File: src/rtl/mem_port_arbiter_pkg.sv
// Shared definitions for the unified-memory port arbiter.
//   - FSM state encodings (kept as plain 2-bit constants)
//   - port identifier used to remember which requester was last served
//   - helper for the byte-strobe width derived from the data width
package mem_port_arbiter_pkg;

  localparam logic [1:0] ST_IDLE    = 2'd0;
  localparam logic [1:0] ST_BUSY_IF = 2'd1;
  localparam logic [1:0] ST_BUSY_DM = 2'd2;
  localparam logic [1:0] ST_DONE    = 2'd3;

  typedef enum logic {
    PORT_IF = 1'b0,
    PORT_DM = 1'b1
  } port_t;

  function automatic int strb_width(input int data_w);
    return data_w / 8;
  endfunction

endpackage

File: src/rtl/mem_port_arbiter.sv
// Arbitrates one single-ported unified memory between the instruction fetch
// port (if_*) and the data access port (dm_*). Data has priority; a
// starvation counter forces a fetch grant after STARVE_LIMIT consecutive data
// grants taken while a fetch was waiting.
//
// Ports
//   clk, rst                      clock (rising edge), synchronous active-high reset
//   if_req/if_addr                fetch request, held until if_ready
//   if_rdata/if_ready/if_stall    fetched word, one-cycle completion pulse, stall
//   dm_req/dm_we/dm_wstrb/
//   dm_addr/dm_wdata              data request, held until dm_ready
//   dm_rdata/dm_ready/dm_stall    read data, one-cycle completion pulse, stall
//   mem_req/mem_we/mem_wstrb/
//   mem_addr/mem_wdata            memory command, held until mem_ack
//   mem_rdata/mem_ack             memory response
//
// state      | meaning
// -----------+-------------------------------------------------------
// ST_IDLE    | no access in flight, arbitrate
// ST_BUSY_IF | fetch command on the memory bus, waiting for mem_ack
// ST_BUSY_DM | data command on the memory bus, waiting for mem_ack
// ST_DONE    | ready pulse to the served port, arbitrate the next one
module mem_port_arbiter
  import mem_port_arbiter_pkg::*;
#(
  parameter int ADDR_W       = 32,
  parameter int DATA_W       = 32,
  parameter int STARVE_LIMIT = 4
) (
  input  logic                clk,
  input  logic                rst,
  input  logic                if_req,
  input  logic [ADDR_W-1:0]   if_addr,
  output logic [DATA_W-1:0]   if_rdata,
  output logic                if_ready,
  output logic                if_stall,
  input  logic                dm_req,
  input  logic                dm_we,
  input  logic [DATA_W/8-1:0] dm_wstrb,
  input  logic [ADDR_W-1:0]   dm_addr,
  input  logic [DATA_W-1:0]   dm_wdata,
  output logic [DATA_W-1:0]   dm_rdata,
  output logic                dm_ready,
  output logic                dm_stall,
  output logic                mem_req,
  output logic                mem_we,
  output logic [DATA_W/8-1:0] mem_wstrb,
  output logic [ADDR_W-1:0]   mem_addr,
  output logic [DATA_W-1:0]   mem_wdata,
  input  logic [DATA_W-1:0]   mem_rdata,
  input  logic                mem_ack
);

  localparam int STRB_W = strb_width(DATA_W);
  localparam int CNT_W  = $clog2(STARVE_LIMIT + 1);
  localparam logic [CNT_W-1:0] CNT_MAX = CNT_W'(STARVE_LIMIT);

  logic [1:0]       state;
  port_t            served;
  logic [CNT_W-1:0] starve_cnt;

  logic arb_en;
  logic if_cand;
  logic dm_cand;
  logic starved;
  logic grant_if;
  logic grant_dm;

  // In DONE the served port still holds its req during the ready cycle;
  // that stale request must not win a second grant.
  always_comb begin
    arb_en   = (state == ST_IDLE) || (state == ST_DONE);
    if_cand  = if_req & ~((state == ST_DONE) && (served == PORT_IF));
    dm_cand  = dm_req & ~((state == ST_DONE) && (served == PORT_DM));
    starved  = (starve_cnt == CNT_MAX);
    grant_if = arb_en & if_cand & (~dm_cand | starved);
    grant_dm = arb_en & dm_cand & ~grant_if;
  end

  always_ff @(posedge clk) begin
    if (rst) begin
      state     <= ST_IDLE;
      served    <= PORT_IF;
      mem_we    <= 1'b0;
      mem_wstrb <= '0;
      mem_addr  <= '0;
      mem_wdata <= '0;
      if_rdata  <= '0;
      dm_rdata  <= '0;
    end else begin
      case (state)
        ST_BUSY_IF: begin
          if (mem_ack) begin
            if_rdata <= mem_rdata;
            state    <= ST_DONE;
          end
        end
        ST_BUSY_DM: begin
          if (mem_ack) begin
            if (!mem_we) begin
              dm_rdata <= mem_rdata;
            end
            state <= ST_DONE;
          end
        end
        default: begin
          if (grant_if) begin
            state     <= ST_BUSY_IF;
            served    <= PORT_IF;
            mem_we    <= 1'b0;
            mem_wstrb <= '0;
            mem_addr  <= if_addr;
            mem_wdata <= '0;
          end else if (grant_dm) begin
            state     <= ST_BUSY_DM;
            served    <= PORT_DM;
            mem_we    <= dm_we;
            mem_wstrb <= dm_we ? dm_wstrb : {STRB_W{1'b0}};
            mem_addr  <= dm_addr;
            mem_wdata <= dm_wdata;
          end else begin
            state <= ST_IDLE;
          end
        end
      endcase
    end
  end

  // Counts data grants that bypassed a waiting fetch; any fetch grant or an
  // idle fetch port resets the count.
  always_ff @(posedge clk) begin
    if (rst) begin
      starve_cnt <= '0;
    end else if (!if_req || grant_if) begin
      starve_cnt <= '0;
    end else if (grant_dm && !starved) begin
      starve_cnt <= starve_cnt + 1'b1;
    end
  end

  always_comb begin
    mem_req  = (state == ST_BUSY_IF) || (state == ST_BUSY_DM);
    if_ready = (state == ST_DONE) && (served == PORT_IF);
    dm_ready = (state == ST_DONE) && (served == PORT_DM);
    if_stall = if_req & ~if_ready;
    dm_stall = dm_req & ~dm_ready;
  end

endmodule
File: config.mk
export PLATFORM = sky130hd
export DESIGN_NAME = mem_port_arbiter
export DESIGN_NICKNAME = d
export VERILOG_FILES = /design/src/rtl/mem_port_arbiter_pkg.sv /design/src/rtl/mem_port_arbiter.sv
export SDC_FILE = /design/constraint.sdc
export NUM_CORES = 1
export LEC_CHECK = 0
export ABC_AREA = 0
export CAP_MARGIN = 20
export CELL_PAD_IN_SITES_DETAIL_PLACEMENT = 2
export CELL_PAD_IN_SITES_GLOBAL_PLACEMENT = 2
export CORE_MARGIN = 4
export CORE_UTILIZATION = 31
export CTS_BUF_LIST = sky130_fd_sc_hd__clkbuf_4
export CTS_CLUSTER_SIZE = 40
export DETAILED_ROUTE_END_ITERATION = 6
export DONT_BUFFER_PORTS = 1
export PLACE_DENSITY_LB_ADDON = 0.25
export SETUP_SLACK_MARGIN = 0.2
export SYNTH_ARGS = -nofsm -noshare
export SYNTH_HDL_FRONTEND = slang
export SYNTH_SLANG_ARGS = --single-unit
File: constraint.sdc
create_clock -name clk -period 1.59 [get_ports clk]
set_input_delay 0.477 -clock clk [delete_from_list [all_inputs] [get_ports clk]]
set_output_delay 0.477 -clock clk [all_outputs]
set_load 0.05 [all_outputs]
=== Yosys cells after proc, flatten, opt, wreduce, memory -nomap -nowiden ===
Index checks and enable logic that the tools add are counted.

* Register bits: 139
* Output and inout port bits: 138
* Word-level logic and storage cells: 59

* $add $sub $neg: 1
* Eq/ne operators: 5
* Multiplexer cells: 15
* Bitwise operators: 14
* Reduce and logical (&&, ||, !) cells: 15

{| class="wikitable"
|+ Operators by type and width
! kind !! number
|-
| 32-bit two-way mux || 4
|-
| 4-bit two-way mux || 3
|-
| 2-bit two-way mux || 4
|-
| 1-bit inverter || 7
|-
| 1-bit AND || 6
|-
| 2-bit == test (second input constant) || 2
|-
| 1-bit two-way mux || 4
|-
| 2-bit AND reduction || 2
|-
| 2-bit OR reduction || 2
|-
| 3-bit by 1-bit adder with 3-bit output (second input constant) || 1
|-
| 3-bit == test (second input constant) || 1
|-
| 1-bit logical AND || 3
|-
| 1-bit logical OR || 3
|-
| 3-bit AND reduction || 1
|-
| 2-bit by 1-bit == test with 1-bit output (second input constant) || 1
|-
| 1-bit logical NOT || 2
|-
| 2-bit logical NOT || 1
|-
| 2-bit by 1-bit inequality test with 1-bit output (second input constant) || 1
|-
| 2-bit nonzero test || 1
|-
| 1-bit bitwise OR || 1
|}

=== Depth between registers and ports, before layout ===
Gate-level depths: netlist of run 1.

* Depth in word-level cells: 12
* Gate-level depth with buffers: 9
* Depth with buffers taken out: 6

=== Worst setup path after synthesis of run 1 ===
Ideal clock, no wire load.

* Kind: reg-to-reg
* Start point: register state[0]
* End point: register starve_cnt[0]
* Library setup time: 117 ps
* Arrival: 2474 ps
* Data required time: 1473 ps
* Setup slack: -1001 ps
* Cell stages (with the launch flop): 6
* Buffers on the path: 0
* Cells stage by stage: dfxtp_1 > ha_1 > a21boi_0 > nand3_1 > xnor2_1 > nor2_1

* Word-level cells in the longest chain between the ends: 10
* Elaborated cells between the ends (all ways): 19
* Classes of those cells: 1 x eq/ne; 11 x bitwise; 7 x reduce/logical

{| class="wikitable"
|+ RTL lines
! item !! line !! RTL
|-
| from (decl) || mem_port_arbiter.sv:58 || <nowiki>logic [1:0] state;</nowiki>
|-
| from (signal assigned) || mem_port_arbiter.sv:82 || <nowiki>state <= ST_IDLE;</nowiki>
|-
| from (signal assigned) || mem_port_arbiter.sv:95 || <nowiki>state <= ST_DONE;</nowiki>
|-
| from (signal assigned) || mem_port_arbiter.sv:103 || <nowiki>state <= ST_DONE;</nowiki>
|-
| 2-bit == test (*) || n/a ||
|-
| 1-bit logical AND (*) || n/a ||
|-
| 1-bit inverter (*) || n/a ||
|-
| 1-bit AND (*) || n/a ||
|-
| named net dm_stall || mem_port_arbiter.sv:44 || <nowiki>output logic dm_stall,</nowiki>
|-
| 1-bit inverter || mem_port_arbiter.sv:76 || <nowiki>grant_if = arb_en & if_cand & (~dm_cand | starved);</nowiki>
|-
| 1-bit bitwise OR || mem_port_arbiter.sv:76 ||
|-
| 1-bit AND || mem_port_arbiter.sv:76 ||
|-
| 1-bit inverter || mem_port_arbiter.sv:77 || <nowiki>grant_dm = arb_en & dm_cand & ~grant_if;</nowiki>
|-
| 1-bit AND || mem_port_arbiter.sv:77 ||
|-
| 1-bit logical AND || mem_port_arbiter.sv:136 || <nowiki>end else if (grant_dm && !starved) begin</nowiki>
|-
| to (signal assigned) || mem_port_arbiter.sv:137 || <nowiki>starve_cnt <= starve_cnt + 1'b1;</nowiki>
|-
| to (decl) || mem_port_arbiter.sv:60 || <nowiki>logic [CNT_W-1:0] starve_cnt;</nowiki>
|}

Mark *: on every way through the listed nets, which the timed path passes. The rest lies on a longest branch.
A chain may end at the register's enable or synchronous reset.

=== Final worst setup path of run 1 ===
* Start point: register state[0]
* End point: register mem_addr[8]

* Word-level cells in the longest chain between the ends: 11
* Elaborated cells between the ends (all ways): 23
* Classes of those cells: 3 x eq/ne; 1 x mux; 12 x bitwise; 7 x reduce/logical

{| class="wikitable"
|+ RTL lines
! item !! line !! RTL
|-
| 2-bit == test || mem_port_arbiter.sv:72, mem_port_arbiter.sv:73, mem_port_arbiter.sv:74 ||
|-
| 1-bit logical AND || mem_port_arbiter.sv:74 || <nowiki>dm_cand = dm_req & ~((state == ST_DONE) && (served == PORT_DM));</nowiki>
|-
| 1-bit inverter || mem_port_arbiter.sv:74 ||
|-
| 1-bit AND || mem_port_arbiter.sv:74 ||
|-
| 1-bit inverter || mem_port_arbiter.sv:76 ||
|-
| 1-bit bitwise OR || mem_port_arbiter.sv:76 ||
|-
| 1-bit AND || mem_port_arbiter.sv:76 ||
|-
| 1-bit inverter || mem_port_arbiter.sv:77 ||
|-
| 1-bit AND || mem_port_arbiter.sv:77 ||
|-
| 2-bit nonzero test (no source line) || n/a ||
|-
| 2-bit AND reduction (no source line) || n/a ||
|-
| to (signal assigned) || mem_port_arbiter.sv:112 || <nowiki>mem_addr <= if_addr;</nowiki>
|-
| to (signal assigned) || mem_port_arbiter.sv:119 || <nowiki>mem_addr <= dm_addr;</nowiki>
|-
| to (decl) || mem_port_arbiter.sv:48 || <nowiki>output logic [ADDR_W-1:0] mem_addr,</nowiki>
|}

Parallel ways exist; a longest one is shown, timed or not.

==> out/qor.csv, run 1 <==
metric,value,unit
antenna violations before repair,1,
Rows,47,
CTS tree,done,
post-synth cell types,29,
post-DP HPWL,13.4,mm
Ys Warns,0,
headroom to the max-slew limit,81.8,%
CP dominant cell by count,buf_6,
area grow syn2layout,63.3,%
adder-cell share of the synthesized area,1.18,%
Residual DRC,0,
Leak,3.12,nW
Worst setup SP type,register,
Power Density,1500,nW/um2
Routed Antenna Nets,0,
worst hold margin,-0.0409,ns
first-pass GRT wire length,34.5,mm
DR vias,5223,
Final Hold Viols,26,
Finished Cell Area,8670,um2
Max Transition Viols Final,0,
kind of critical path,register to register,
FMAX,475,MHz
Final Worst Setup Slack,-0.514,ns
CTS max path bufs,2,
Port Buffer Count,0,
Filler cells,1660,
Critical Path Start,state[0],
post-synthesis sequential area ratio,52.4,%
Worst path max stage delay,0.38,ns
Critical Path End,mem_addr[8],
"FF+latch count, synth",139,
status,"complete, but fails checks",
Final period util,132,%
DR pass1 iterations,4,
clock skew,0.0210,ns
max_cap viols,0,
pre-CTS WS,-0.211,ns
Synth Area in Compound Gates,18.4,%
worst r2r src,state[0],
CP arrival,2.57,ns
via density per instance,5.46,
total core area,16700,um2
worst r2r dst,mem_addr[8],
Post-synth EDFFs,0,
CTS sink cnt,139,
Crit. End Element,register,
Total Routing Usage GR,22.7,%
most common cell in the synthesized netlist,nand2_1,
Simple-Gate Fraction of Synth Area,21.9,%
Routed Wire Length,25.4,mm
gpl congestion,0.768,
"Avg Cell Area, Syn",7.94,um2
Reg2Reg Setup Slack,-0.51,ns
final net count,866,
root buffer cell,clkbuf_4,
largest net degree at the start of global routing,138,
Worst EP required,2.05,ns
RSZ-0062 raised after global routing,true,
largest family of logic cells by synthesized area,simple AND/OR/NAND/NOR gates,
async set or reset register ratio after synthesis,0,%
CP Cell Sequence,ha_4 -> nor2b_4 -> buf_4 -> buf_6 -> buf_6 -> a211oi_4 -> buf_6 -> buf_6 -> buf_6 -> a21oi_1 -> a211oi_1,
post-synthesis xor/xnor area fraction,0.330,%
"CTS clk-pin slew, worst paths",0.14,ns
gr ovfl total,0,
post-synth top area share,52.4,%
Final setup viols,112,
Slew @ Worst Pin,0.265,ns
hold crit path type,input port to register,
vias in the first global route,5686,
maximum vdd drop,877,uV
FF-to-FF path depth,11,
total power,13.0,mW
failing checks,"hold timing, setup timing",
"top cells by area, synth","dfxtp_1 52%, nand2_1 14%, a21oi_1 13%",
Die Y,139,um
Initial Util,31.8,%
clk_lat worst skew,0.56,ns
mux cell area share after synthesis,0.377,%
top post-synthesis cells by count,"201 x nand2_1, 139 x dfxtp_1, 134 x a21oi_1",
cell at the slowest stage of the critical path,dfxtp_4,
Main synth FF type,dfxtp_1,
Cells after Synth,669,
Mapped Nets,812,
min Tclk post-route,2.10,ns
io pins,276,
Inserted Clock Buffers,17,
drt first-iter violations,138,
die area,19300,um2
routed len/inst,26.5,um
"Cell Area, Synth",5310,um2
DP Area,5850,um2
Synth area leader,dfxtp_1,
Die Wd,139,um
crit path max fanout,6,
depth of the CTS H-tree,4,
share of layout cells above drive strength 1,64.4,%
[metrics by stage]
stage | utilization, % | hold WS [ns] | TNS, ns | std cells
final | 51.9 | -0.0409 | -39.65 | 956
after global routing | 51.9 | -0.0984 | -46.12 | 956
after CTS | 45.0 | -0.0685 | -25.13 | 931
after detailed placement | 35.0 | 0.474 | -9.75 | 869
after global placement | 35.0 | 0.465 | -3.78 | 869
after floorplan | - | 0.490 | -3.39 | 669
[power breakdown]
| part | leakage, nW | switching [mW] | total, mW | internal (mW) |
|---|---|---|---|---|
| registers | 1.23 | 2.06 | 6.24 | 4.18 |
| clock network | 0.112 | 1.43 | 2.03 | 0.607 |
| logic | 1.78 | 2.47 | 4.70 | 2.22 |
[critical path: cells and delay by family (launching register included)]
family | cells | cell delay [ns]
buffers and inverters | 6 | 0.75
AOI/OAI and AO/OA | 3 | 0.56
DFF | 1 | 0.38
adders and majority gates | 1 | 0.18
and+or+nand+nor | 1 | 0.16
[layer usage]
layer	GRT usage, %	wire [um]	part of all wire, %	vias to the layer above
met2	42.6	14100	56	197
met5	0	0	0	-
met1	22.8	8610	34	2626
li1	-	-	-	2367
met3	9.79	2150	8.5	33
met4	6.23	455	1.8	0
[layout make-up]
cell class / instances / area [um2] / area share [%]
clock buffer: 17 / 128 / 1.47
tap: 220 / 275 / 3.17
sequential: 139 / 3270 / 37.7
timing repair buffer: 89 / 1520 / 17.5
multi-input combinational: 471 / 3350 / 38.7
clock inverter: 14 / 98.8 / 1.14
inverter: 5 / 23.8 / 0.274
antenna: 1 / 2.50 / 0.0289
[what timing repair did]
action                                  4_1_cts  5_1_grt
buffers inserted                             18       14
endpoints found under the setup margin      277      277
hold endpoints to repair                    136      136
pin swaps                                    36       58
resized for setup                           371      208
cloned                                       13        9
[worst min-delay path by stage]
stage | slack [ns] | from | depth (start not counted) | endpoint
detailed placement | 0.47 | mem_we | 2 | mem_we
CTS | -0.07 | rst | 1 | mem_wdata[7]
global route | -0.1 | rst | 1 | mem_wdata[22]
finish | -0.04 | rst | 1 | mem_wdata[27]
floorplan | 0.49 | starve_cnt[1] | 2 | starve_cnt[1]
global placement | 0.46 | mem_we | 2 | mem_we
[registers in the layout, summed over array words and instances, names as in the netlist]
name,flops
dm_rdata,32
if_rdata,32
mem_addr,32
mem_wdata,32
mem_we,1
mem_wstrb,4
served,1
starve_cnt,3
state,2
[cell families (layout without fill, tap and decap cells)]
logic type,after synthesis,after routing
other,0,1
AO/OA/AOI/OAI,174,175
adder cells (fa/ha/maj),5,5
flip-flops,139,139
buffers and inverters,60,125
multiplexers,2,2
AND/OR/NAND/NOR,287,287
XOR/XNOR,2,2
[cell usage in the layout, fill, tap and decap left out, types with 11 or more instances in the layout]
cell / synthesis / layout
a211oi_2: 0 / 22
a21oi_1: 134 / 48
a21oi_2: 1 / 83
buf_12: 0 / 28
buf_16: 0 / 11
buf_4: 4 / 15
buf_6: 3 / 16
clkbuf_4: 0 / 17
dfxtp_4: 0 / 128
nand2_1: 201 / 144
nand2_2: 0 / 23
nand2_4: 0 / 34
nand3_2: 0 / 28
nor2_1: 38 / 37
(Power assumes the default switching activity.)
==> inputs of run 2 (changes only) <==
--- a/config.mk
+++ b/config.mk
@@ -17,6 +17,7 @@
 export DONT_BUFFER_PORTS = 1
 export PLACE_DENSITY_LB_ADDON = 0.25
 export SETUP_SLACK_MARGIN = 0.2
+export SLEW_MARGIN = 15
 export SYNTH_ARGS = -nofsm -noshare
 export SYNTH_HDL_FRONTEND = slang
 export SYNTH_SLANG_ARGS = --single-unit
==> results of run 2 <==
The final DEF is identical to that of run 1; final timing and power are the same.
